<file path="src/rtl/pre_filter_pkg.sv">
`default_nettype none
// ============================================================================
// Module   : pre_filter_pkg
// Purpose  : Shared definitions for the round-robin bank write steering logic:
//            controller state encoding and the strobe lane-index mapping.
// Revision : 1.0 - initial release
// ============================================================================
package pre_filter_pkg;

   localparam int unsigned c_STATE_W = 3;

   typedef enum logic [c_STATE_W-1:0] {
      ST_IDLE  = 3'd0,
      ST_CHECK = 3'd1,
      ST_WRITE = 3'd2,
      ST_WAIT  = 3'd3,
      ST_SKIP  = 3'd4
   } state_t;

   // Position of (bank, lane) inside the flat strobe vector.
   function automatic int unsigned lane_idx(input int unsigned bank,
                                            input int unsigned lane,
                                            input int unsigned lanes_per_bank);
      return bank * lanes_per_bank + lane;
   endfunction

endpackage
`default_nettype wire

</file>
<file path="src/rtl/pre_filter_rr_ptr.sv">
`default_nettype none
// ============================================================================
// Module   : rr_ptr
// Purpose  : Wrapping round-robin bank pointer. Advances 0..NUM_BANKS-1 and
//            wraps to 0; clear has priority over advance. Also exposes the
//            value the pointer will take on the next advance.
// Ports    : clk_i      clock
//            reset_i    asynchronous active-high reset
//            en_i       clock enable, pointer holds when low
//            clear_i    force pointer to 0
//            advance_i  step to the next bank
//            ptr_o      current bank (registered)
//            ptr_next_o bank following ptr_o
// Revision : 1.0 - initial release
// ============================================================================
module rr_ptr
   import pre_filter_pkg::*;
#(
   parameter int unsigned NUM_BANKS = 2,
   parameter int unsigned PTR_W     = $clog2(NUM_BANKS)
) (
   input  logic             clk_i,
   input  logic             reset_i,
   input  logic             en_i,
   input  logic             clear_i,
   input  logic             advance_i,
   output logic [PTR_W-1:0] ptr_o,
   output logic [PTR_W-1:0] ptr_next_o
);

   logic [PTR_W-1:0] ptr_q;
   logic [PTR_W-1:0] ptr_d;

   assign ptr_next_o = (ptr_q == PTR_W'(NUM_BANKS - 1)) ? '0 : ptr_q + PTR_W'(1);
   assign ptr_o      = ptr_q;

   always_comb begin
      ptr_d = ptr_q;
      if (clear_i) begin
         ptr_d = '0;
      end else if (advance_i) begin
         ptr_d = ptr_next_o;
      end
   end

   always_ff @(posedge clk_i or posedge reset_i) begin
      if (reset_i) begin
         ptr_q <= '0;
      end else if (en_i) begin
         ptr_q <= ptr_d;
      end
   end

endmodule
`default_nettype wire

</file>
<file path="src/rtl/pre_filter_rr.sv">
`default_nettype none
// ============================================================================
// Module   : pre_filter_rr
// Purpose  : Drives FIFO write strobes for NUM_BANKS banks in round-robin
//            bursts of a programmable length. All LANES_PER_BANK FIFOs of the
//            owning bank are strobed together. A full bank either stalls the
//            schedule or has its burst slot skipped (counted in drop_cnt_o).
// Ports    : clk_i          clock
//            reset_i        asynchronous active-high reset
//            ce_i           clock enable, every register holds when low
//            enable_i       run request, low aborts to idle
//            packer_len_i   burst length in cycles (0 behaves as 1)
//            skip_mode_i    0 = stall on a full bank, 1 = skip it
//            bank_full_i    per-bank full flags
//            fifo_wr_o      strobes, bit b*LANES_PER_BANK+l = bank b lane l
//            active_bank_o  bank owning the current or next burst
//            burst_done_o   one-cycle pulse after the last strobe of a burst
//            drop_cnt_o     number of skipped bursts, saturating
//            ovf_err_o      sticky, bank was full while being written
// Revision : 1.0 - initial release
// ============================================================================
module pre_filter_rr
   import pre_filter_pkg::*;
#(
   parameter int unsigned NUM_BANKS      = 2,
   parameter int unsigned LANES_PER_BANK = 2,
   parameter int unsigned LEN_W          = 13,
   parameter int unsigned DROP_W         = 16
) (
   input  logic                                clk_i,
   input  logic                                reset_i,
   input  logic                                ce_i,
   input  logic                                enable_i,
   input  logic [LEN_W-1:0]                    packer_len_i,
   input  logic                                skip_mode_i,
   input  logic [NUM_BANKS-1:0]                bank_full_i,
   output logic [NUM_BANKS*LANES_PER_BANK-1:0] fifo_wr_o,
   output logic [$clog2(NUM_BANKS)-1:0]        active_bank_o,
   output logic                                burst_done_o,
   output logic [DROP_W-1:0]                   drop_cnt_o,
   output logic                                ovf_err_o
);

   localparam int unsigned c_PTR_W = $clog2(NUM_BANKS);
   localparam int unsigned c_WR_W  = NUM_BANKS * LANES_PER_BANK;

   state_t              state_q, state_d;
   logic                en_q, en_d;
   logic [LEN_W-1:0]    len_q, len_d;
   logic [LEN_W-1:0]    count_q, count_d;
   logic [c_WR_W-1:0]   fifo_wr_q, fifo_wr_d;
   logic                burst_done_q, burst_done_d;
   logic [DROP_W-1:0]   drop_cnt_q, drop_cnt_d;
   logic                ovf_err_q, ovf_err_d;

   logic [c_PTR_W-1:0]  w_ptr;
   logic [c_PTR_W-1:0]  w_ptr_next;
   logic                w_ptr_clr;
   logic                w_ptr_adv;
   logic [c_WR_W-1:0]   w_cur_mask;
   logic [c_WR_W-1:0]   w_next_mask;
   logic [LEN_W-1:0]    w_len_in;
   logic                w_full_cur;
   logic                w_full_next;
   logic                w_last;

   rr_ptr #(
      .NUM_BANKS (NUM_BANKS),
      .PTR_W     (c_PTR_W)
   ) u_rr_ptr (
      .clk_i      (clk_i),
      .reset_i    (reset_i),
      .en_i       (ce_i),
      .clear_i    (w_ptr_clr),
      .advance_i  (w_ptr_adv),
      .ptr_o      (w_ptr),
      .ptr_next_o (w_ptr_next)
   );

   // Strobe patterns for the current bank and for the bank after it; the
   // latter lets a burst hand over to the next bank with no idle cycle.
   for (genvar b = 0; b < NUM_BANKS; b++) begin : g_bank
      for (genvar l = 0; l < LANES_PER_BANK; l++) begin : g_lane
         localparam int unsigned c_IDX = lane_idx(b, l, LANES_PER_BANK);
         assign w_cur_mask[c_IDX]  = (w_ptr == c_PTR_W'(b));
         assign w_next_mask[c_IDX] = (w_ptr_next == c_PTR_W'(b));
      end
   end

   assign w_len_in    = (packer_len_i == '0) ? LEN_W'(1) : packer_len_i;
   assign w_full_cur  = bank_full_i[w_ptr];
   assign w_full_next = bank_full_i[w_ptr_next];
   // len_q is never 0 outside idle, so len_q-1 cannot wrap and the counter
   // never needs to reach len_q itself.
   assign w_last      = (count_q == len_q - LEN_W'(1));

   always_comb begin
      state_d      = state_q;
      en_d         = enable_i;
      len_d        = len_q;
      count_d      = count_q;
      fifo_wr_d    = '0;
      burst_done_d = 1'b0;
      drop_cnt_d   = drop_cnt_q;
      ovf_err_d    = ovf_err_q;
      w_ptr_clr    = 1'b0;
      w_ptr_adv    = 1'b0;

      if (!enable_i) begin
         // Abort: the running burst is abandoned without a done pulse.
         state_d   = ST_IDLE;
         count_d   = '0;
         w_ptr_clr = 1'b1;
      end else begin
         unique case (state_q)
            ST_IDLE: begin
               // Start on the registered copy of enable so the first strobe
               // appears two edges after enable is first sampled high.
               if (en_q) begin
                  len_d   = w_len_in;
                  count_d = '0;
                  state_d = ST_CHECK;
               end
            end
            ST_CHECK: begin
               count_d = '0;
               if (!w_full_cur) begin
                  state_d   = ST_WRITE;
                  fifo_wr_d = w_cur_mask;
               end else if (skip_mode_i) begin
                  state_d = ST_SKIP;
               end else begin
                  state_d = ST_WAIT;
               end
            end
            ST_WAIT: begin
               if (!w_full_cur) begin
                  state_d   = ST_WRITE;
                  count_d   = '0;
                  fifo_wr_d = w_cur_mask;
               end
            end
            ST_WRITE: begin
               // Full during a write is flagged but never interrupts it.
               if (w_full_cur) begin
                  ovf_err_d = 1'b1;
               end
               if (w_last) begin
                  burst_done_d = 1'b1;
                  w_ptr_adv    = 1'b1;
                  len_d        = w_len_in;
                  count_d      = '0;
                  if (!w_full_next) begin
                     fifo_wr_d = w_next_mask;
                  end else begin
                     state_d = ST_CHECK;
                  end
               end else begin
                  count_d   = count_q + LEN_W'(1);
                  fifo_wr_d = w_cur_mask;
               end
            end
            ST_SKIP: begin
               // Quiet slot of the same length as a burst keeps the other
               // banks' data aligned.
               if (w_last) begin
                  if (drop_cnt_q != '1) begin
                     drop_cnt_d = drop_cnt_q + DROP_W'(1);
                  end
                  burst_done_d = 1'b1;
                  w_ptr_adv    = 1'b1;
                  len_d        = w_len_in;
                  count_d      = '0;
                  state_d      = ST_CHECK;
               end else begin
                  count_d = count_q + LEN_W'(1);
               end
            end
            default: begin
               state_d = ST_IDLE;
            end
         endcase
      end
   end

   always_ff @(posedge clk_i or posedge reset_i) begin
      if (reset_i) begin
         state_q      <= ST_IDLE;
         en_q         <= 1'b0;
         len_q        <= '0;
         count_q      <= '0;
         fifo_wr_q    <= '0;
         burst_done_q <= 1'b0;
         drop_cnt_q   <= '0;
         ovf_err_q    <= 1'b0;
      end else if (ce_i) begin
         state_q      <= state_d;
         en_q         <= en_d;
         len_q        <= len_d;
         count_q      <= count_d;
         fifo_wr_q    <= fifo_wr_d;
         burst_done_q <= burst_done_d;
         drop_cnt_q   <= drop_cnt_d;
         ovf_err_q    <= ovf_err_d;
      end
   end

   assign fifo_wr_o     = fifo_wr_q;
   assign active_bank_o = w_ptr;
   assign burst_done_o  = burst_done_q;
   assign drop_cnt_o    = drop_cnt_q;
   assign ovf_err_o     = ovf_err_q;

endmodule
`default_nettype wire

</file>
<file path="config.mk">
export PLATFORM = sky130hd
export DESIGN_NAME = pre_filter_rr
export DESIGN_NICKNAME = d
export VERILOG_FILES = /design/src/rtl/pre_filter_pkg.sv /design/src/rtl/pre_filter_rr_ptr.sv /design/src/rtl/pre_filter_rr.sv
export SDC_FILE = /design/constraint.sdc
export NUM_CORES = 1
export LEC_CHECK = 0
export BUFFER_PORTS_ARGS = -buffer_cell sky130_fd_sc_hd__buf_2
export CORE_MARGIN = 10
export CORE_UTILIZATION = 55
export DETAILED_ROUTE_END_ITERATION = 16
export PLACE_DENSITY = 0.88
export SYNTH_ARGS = -nofsm -noshare
export SYNTH_HDL_FRONTEND = slang
export SYNTH_SLANG_ARGS = --single-unit
export TNS_END_PERCENT = 30
</file>
<file path="constraint.sdc">
create_clock -name clk_i -period 3.7 [get_ports clk_i]
set_input_delay 0.37 -clock clk_i [delete_from_list [all_inputs] [get_ports clk_i]]
set_output_delay 0.37 -clock clk_i [all_outputs]
set_load 0.02 [all_outputs]
</file>
# After elaboration in Yosys (flattened, before gate mapping)

Index checks and enable logic that the tools add are counted.

Output and inout port bits: 23
Bits in registers: 53
Input bits: 20
Logic and storage cells: 76

Equality and inequality tests: 15
Muxes and demuxes: 33
Bitwise logic cells: 2
Magnitude comparators: 2
Add/sub/neg operators: 4
Reduce and logical (&&, ||, !) cells: 11

Operator list:

| kind                                                   | number |
|---|---|
| two-way mux 13 bit                                     | 7 |
| case mux 13 bit (4 select lines)                       | 1 |
| case mux 13 bit (2 select lines)                       | 1 |
| two-way mux 3 bit                                      | 8 |
| adder 16 x 1 -> 16 bit (second input constant)         | 1 |
| two-way mux 4 bit                                      | 4 |
| inequality test 16 bit (second input constant)         | 1 |
| inequality test 3 bit (second input constant)          | 5 |
| case mux 3 bit (5 select lines)                        | 1 |
| adder 13 x 1 -> 13 bit (second input constant)         | 1 |
| == test 13 bit                                         | 1 |
| logical NOT 13 bit                                     | 1 |
| subtractor 13 x 1 -> 13 bit (second input constant)    | 1 |
| two-way mux 1 bit                                      | 10 |
| AND reduction 5 bit                                    | 2 |
| case mux 4 bit (2 select lines)                        | 1 |
| AND reduction 4 bit                                    | 2 |
| == test 3 x 2 -> 1 bit (second input constant)         | 2 |
| AND reduction 6 bit                                    | 1 |
| inequality test 5 x 2 -> 1 bit (second input constant) | 1 |
| < comparator 1 x 2 -> 1 bit (second input constant)    | 2 |
| inequality test 2 x 1 -> 1 bit (second input constant) | 2 |
| OR reduction 2 bit                                     | 2 |
| == test 3 x 1 -> 1 bit (second input constant)         | 1 |
| 7 further kinds                                        | 8 |

# Logic depth before layout (Yosys ltp)

Word-level depth: 8
Depth in mapped cells: 11
Mapped depth without buffers: 9

# By module

Synthesis repeated with hierarchy kept, for this count alone.

Cells, all modules: 402
Area total of the unflattened synthesis: 3,688.5 sq um

Modules (own cells, without submodules):

| module        | sequential area each (sq um) | area each (sq um) | times used | cells each |
|---|---|---|---|---|
| pre_filter_rr | 1,251.2                      | 3,633.5           | 1          | 396 |
| rr_ptr        | 25.0                         | 55.1              | 1          | 6 |

# Least setup slack after synthesis

Ideal clock, no wire load.

Path type: flip-flop to flip-flop
Start point: register len_q[0]
End point: register len_q[10]
Path buffers: 2
Period minus slack after synthesis: 3.013 ns
Stages on the path, launching flop included: 12
Library setup time: 0.125 ns
Required time: 3.575 ns
Data arrival time: 2.888 ns
Slack: 0.687 ns
Cells stage by stage: dfrtp_1 > inv_1 > ha_1 > buf_4 > nor3b_1 > o211ai_1 > or3_1 > a2111oi_4 > o2111ai_4 > o31a_1 > buf_6 > mux2_4

Longest elaborated chain between the ends: 4

Ends and longest elaborated chain:

| what                                     | line                 | source |
|---|---|---|
| start: declaration                       | pre_filter_rr.sv:49  | `logic [LEN_W-1:0] len_q, len_d;` |
| start signal: assignment                 | pre_filter_rr.sv:199 | `len_q <= len_d;` |
| subtractor 13 x 1 -> 13 bit              | pre_filter_rr.sv:95  | `assign w_last = (count_q == len_q - LEN_W'(1));` |
| == test 13 bit                           | pre_filter_rr.sv:95  |  |
| inequality test 2 x 1 -> 1 bit (no line) | -                    |  |
| AND reduction 5 bit (no line)            | -                    |  |

No other way between the ends.
A chain may end at the register's enable or synchronous reset.

# Worst setup path after layout

Start point: register len_q[0]
End point: register len_q[11]

The elaborated chain is that of the path after synthesis.

==> flow_summary_export.csv <==
group,metric,value,unit
finish,layout_commonest_cell,"dfrtp_1",
die,num_rows,27,
timing,setup-violations-final,0,
die,boundaryPins,43,
min_path,hold_depth,2,
synthesis,synthArstFlopShare,1.000,
route,wl_met2,3623,µm
synthesis,syn_inst,329,
clock_network,clock_latency,310,ps
place,detailed_place_hpwl,5214,µm
pwr,finalPower,1.966,mW
global_route,track_usage,0.1673,
min_path,hp-class,"in -> reg",
clock_network,cts.clk_slew.worst_paths,90,ps
timing,slew_violations,0,
timing,worstMarginPinSlew,1091,ps
route,firstDrtPassIters,5,
clock_network,cts_root_buffer,"clkbuf_8",
global_route,grt_pass1_wl,12760,µm
setup_path,r2r_end,"len_q[11]$_DFFE_PP0P_",
status,status,"completed",
setup_path,max_stage_delay,540,ps
synthesis,synthesis.nets,352,
global_route,grt_overflow_total,0,
die,start_util,0.5736,
global_route,antenna_found_initial,0,
synthesis,yosys_most_used_dff,"dfrtp_1",
finish,area_growth,10.55,%
route,routed.top_layer,"met4",
timing,fin_skew,4.348,ps
route,vias,2680,
setup_path,start_kind,"flop",
pwr,leakagePower,1.630,nW
clock_network,hold_buffers,0,
timing,post-route-period-util,0.9033,
clock_network,cts.sinks,51,
setup_path,worstReg2RegStart,"len_q[0]$_DFFE_PP0P_",
global_route,grt_start_max_net_pins,52,
clock_network,max-clock-path-buffers,2,
setup_path,cp_cell_sequence,"inv_1, ha_1, nor3b_1, o211ai_1, or3_1, a2111oi_4, o2111ai_4, o31a_1, mux2_4",
synthesis,synth-edff-count,0,
place,place_congestion,0.8998,
setup_path,worstSetupPathType,"reg -> reg",
min_path,holdPathEnd,"len_q[8]$_DFFE_PP0P_",
clock_network,cts_tree,"built",
finish,n_antenna_cell,0,
synthesis,yosysSeqAreaShare,0.4016,
timing,tns,0,ps
synthesis,synth.distinct_cells,57,
setup_path,r2r_cells,9,
synthesis,syn-cell-area,3178,µm²
finish,layout-drive-gt1-share,0.2044,
clock_network,cts_setup_buffers,0,
synthesis,synth-seq-cells,51,
die,die_w,96.02,µm
die,core,5540,µm²
route,drt-total-wl,7325,µm
global_route,grt_pass1_vias,2754,
route,wl_met3,388,µm
pwr,pwr_density_cell,559.5,nW/µm²
route,vias_per_cell,6.175,
die,die_h,96.02,µm
job,cap_viol_max_count,0,
route,routedWlPerCell,16.88,µm
setup_path,crit_path_end_kind,"flop",
finish,nFillCells,454,
setup_path,path_max_fanout,13,
clock_network,post_cts_resized,0,
route,drc,0,
place,port_buffers,42,
timing,slew_headroom,0.2703,
setup_path,cp.required,3900,ps
setup_path,worst_ep_arrival_time,3550,ps
pwr,ir_worst_vdd,0.0004273,V
route,wl_met1,3202,µm
clock_network,cts_buffers,5,
synthesis,syn_area_per_cell,9.660,µm²
timing,finalHoldViolCount,0,
timing,rsz0062_at_grt,"false",
setup_path,slowest_stage,"o31a_1",
synthesis,yosysWarnings,0,
clock_network,htreeDepth,2,
route,postRouteAntennaNets,0,
finish,layout_common_cells,"51 x dfrtp_1, 42 x buf_2, 22 x nand3_1",
finish,final_nets,384,
die,die-area,9219,µm²
timing,fmax,299.2,MHz
timing,min_period,3342,ps
min_path,min_from,"packer_len_i[8]",
route,dr.first_iter.drc_count,201,
setup_path,ff2ff_setup_slack,360,ps
cells by family (layout without fill, tap and decap cells):
logic type / count (synthesis) / in the layout / share of synthesized area
AO/OA/AOI/OAI: 59 / 59 / 0.1453
flip-flops: 51 / 51 / 0.4016
buffers and inverters: 38 / 71 / 0.05315
multiplexers: 19 / 19 / 0.07598
XOR/XNOR: 33 / 33 / 0.09528
AND/OR/NAND/NOR: 126 / 126 / 0.2169
adder cells (fa/ha/maj): 3 / 3 / 0.01181
worst max-delay path: cells and delay by family (launching register included):
kind / cells / cell delay (ps)
fa+ha+maj: 1 / 320
compound gates: 4 / 1250
buf+inv: 1 / 90
mux: 1 / 400
simple gates: 2 / 730
flops: 1 / 440
synthesized netlist by cell type, drive strengths merged, types with 2 or more instances:
cell type / number / area [µm²]
inv: 19 / 71.32
mux2: 14 / 191.4
xnor2: 15 / 131.4
o21ai: 7 / 35.03
clkbuf: 13 / 48.80
ha: 3 / 37.54
and3: 3 / 18.77
nand3: 22 / 110.1
nor3b: 2 / 15.01
or4: 2 / 15.01
nand2b: 2 / 12.51
nand4: 9 / 56.30
or3: 2 / 12.51
nor4: 9 / 62.56
xor2: 17 / 148.9
o311a: 2 / 20.02
o211ai: 4 / 30.03
a32o: 2 / 20.02
nand2: 20 / 75.07
o2111ai: 2 / 35.04
o221ai: 2 / 17.52
o31ai: 3 / 22.52
dfrtp: 51 / 1276
nor2b: 4 / 25.02
nand3b: 7 / 52.55
a31oi: 15 / 93.84
nor2: 21 / 78.83
or2: 2 / 12.51
and2: 3 / 18.77
a21o: 4 / 30.03
a21oi: 5 / 25.02
buf: 6 / 48.79
mux2i: 5 / 50.05
nor3: 15 / 80.08
per-stage QoR:
stage	instance area [µm²]	worst slack (ps)	hold slack, ps	cells	util
finish	3513	357.7	295.3	434	0.6341
global route	3513	129.5	294.6	434	0.6341
CTS	3513	355.7	297.6	434	0.6341
detailed placement	3396	361.5	447.1	426	0.6129
global placement	3396	520.7	440.7	426	0.6129
floorplan	3178	687.2	502.9	329	-
layer usage:
metal / vias to the layer above / global-route usage
met5: - / 0
met4: 0 / 0.06020
met3: 13 / 0.04358
met2: 88 / 0.2820
met1: 1313 / 0.2008
li1: 1266 / -
state kept, by name, summed over array words and instances, names as in the netlist:
| signal | cells |
|---|---|
| len_q | 13 |
| state_q | 3 |
| en_q | 1 |
| u_rr_ptr.ptr_o | 1 |
| burst_done_o | 1 |
| drop_cnt_o | 16 |
| fifo_wr_o | 2 |
| count_q | 13 |
| ovf_err_o | 1 |
final cells by class:
cell class	instances	area (µm²)	share of cell area
Tap cell	72	90.09	0.02564
Clock buffer	6	82.58	0.02350
Sequential cell	51	1276	0.3632
Multi-Input combinational cell	240	1733	0.4932
Timing Repair Buffer	44	225.2	0.06410
Inverter	19	71.32	0.02030
Clock inverter	2	35.03	0.009972
worst max path at each step:
stage | from | to | slack (ps) | cells after the start
2_1_floorplan | len_q[0]$_DFFE_PP0P_ | len_q[10]$_DFFE_PP0P_ | 690 | 11
3_3_place_gp | len_q[0]$_DFFE_PP0P_ | len_q[1]$_DFFE_PP0P_ | 520 | 9
6_report | len_q[0]$_DFFE_PP0P_ | len_q[11]$_DFFE_PP0P_ | 360 | 9
5_1_grt | len_q[0]$_DFFE_PP0P_ | len_q[1]$_DFFE_PP0P_ | 130 | 9
3_5_place_dp | len_q[0]$_DFFE_PP0P_ | len_q[11]$_DFFE_PP0P_ | 360 | 9
4_1_cts | len_q[0]$_DFFE_PP0P_ | len_q[11]$_DFFE_PP0P_ | 360 | 9
power by group:
group / internal [mW] / leakage (nW) / switching, mW / total [mW]
Sequential: 0.655 / 0.656 / 0.181 / 0.836
Clock: 0.219 / 0.0612 / 0.190 / 0.409
Combinational: 0.335 / 0.913 / 0.386 / 0.720
Power figures use the tool's default switching activity.
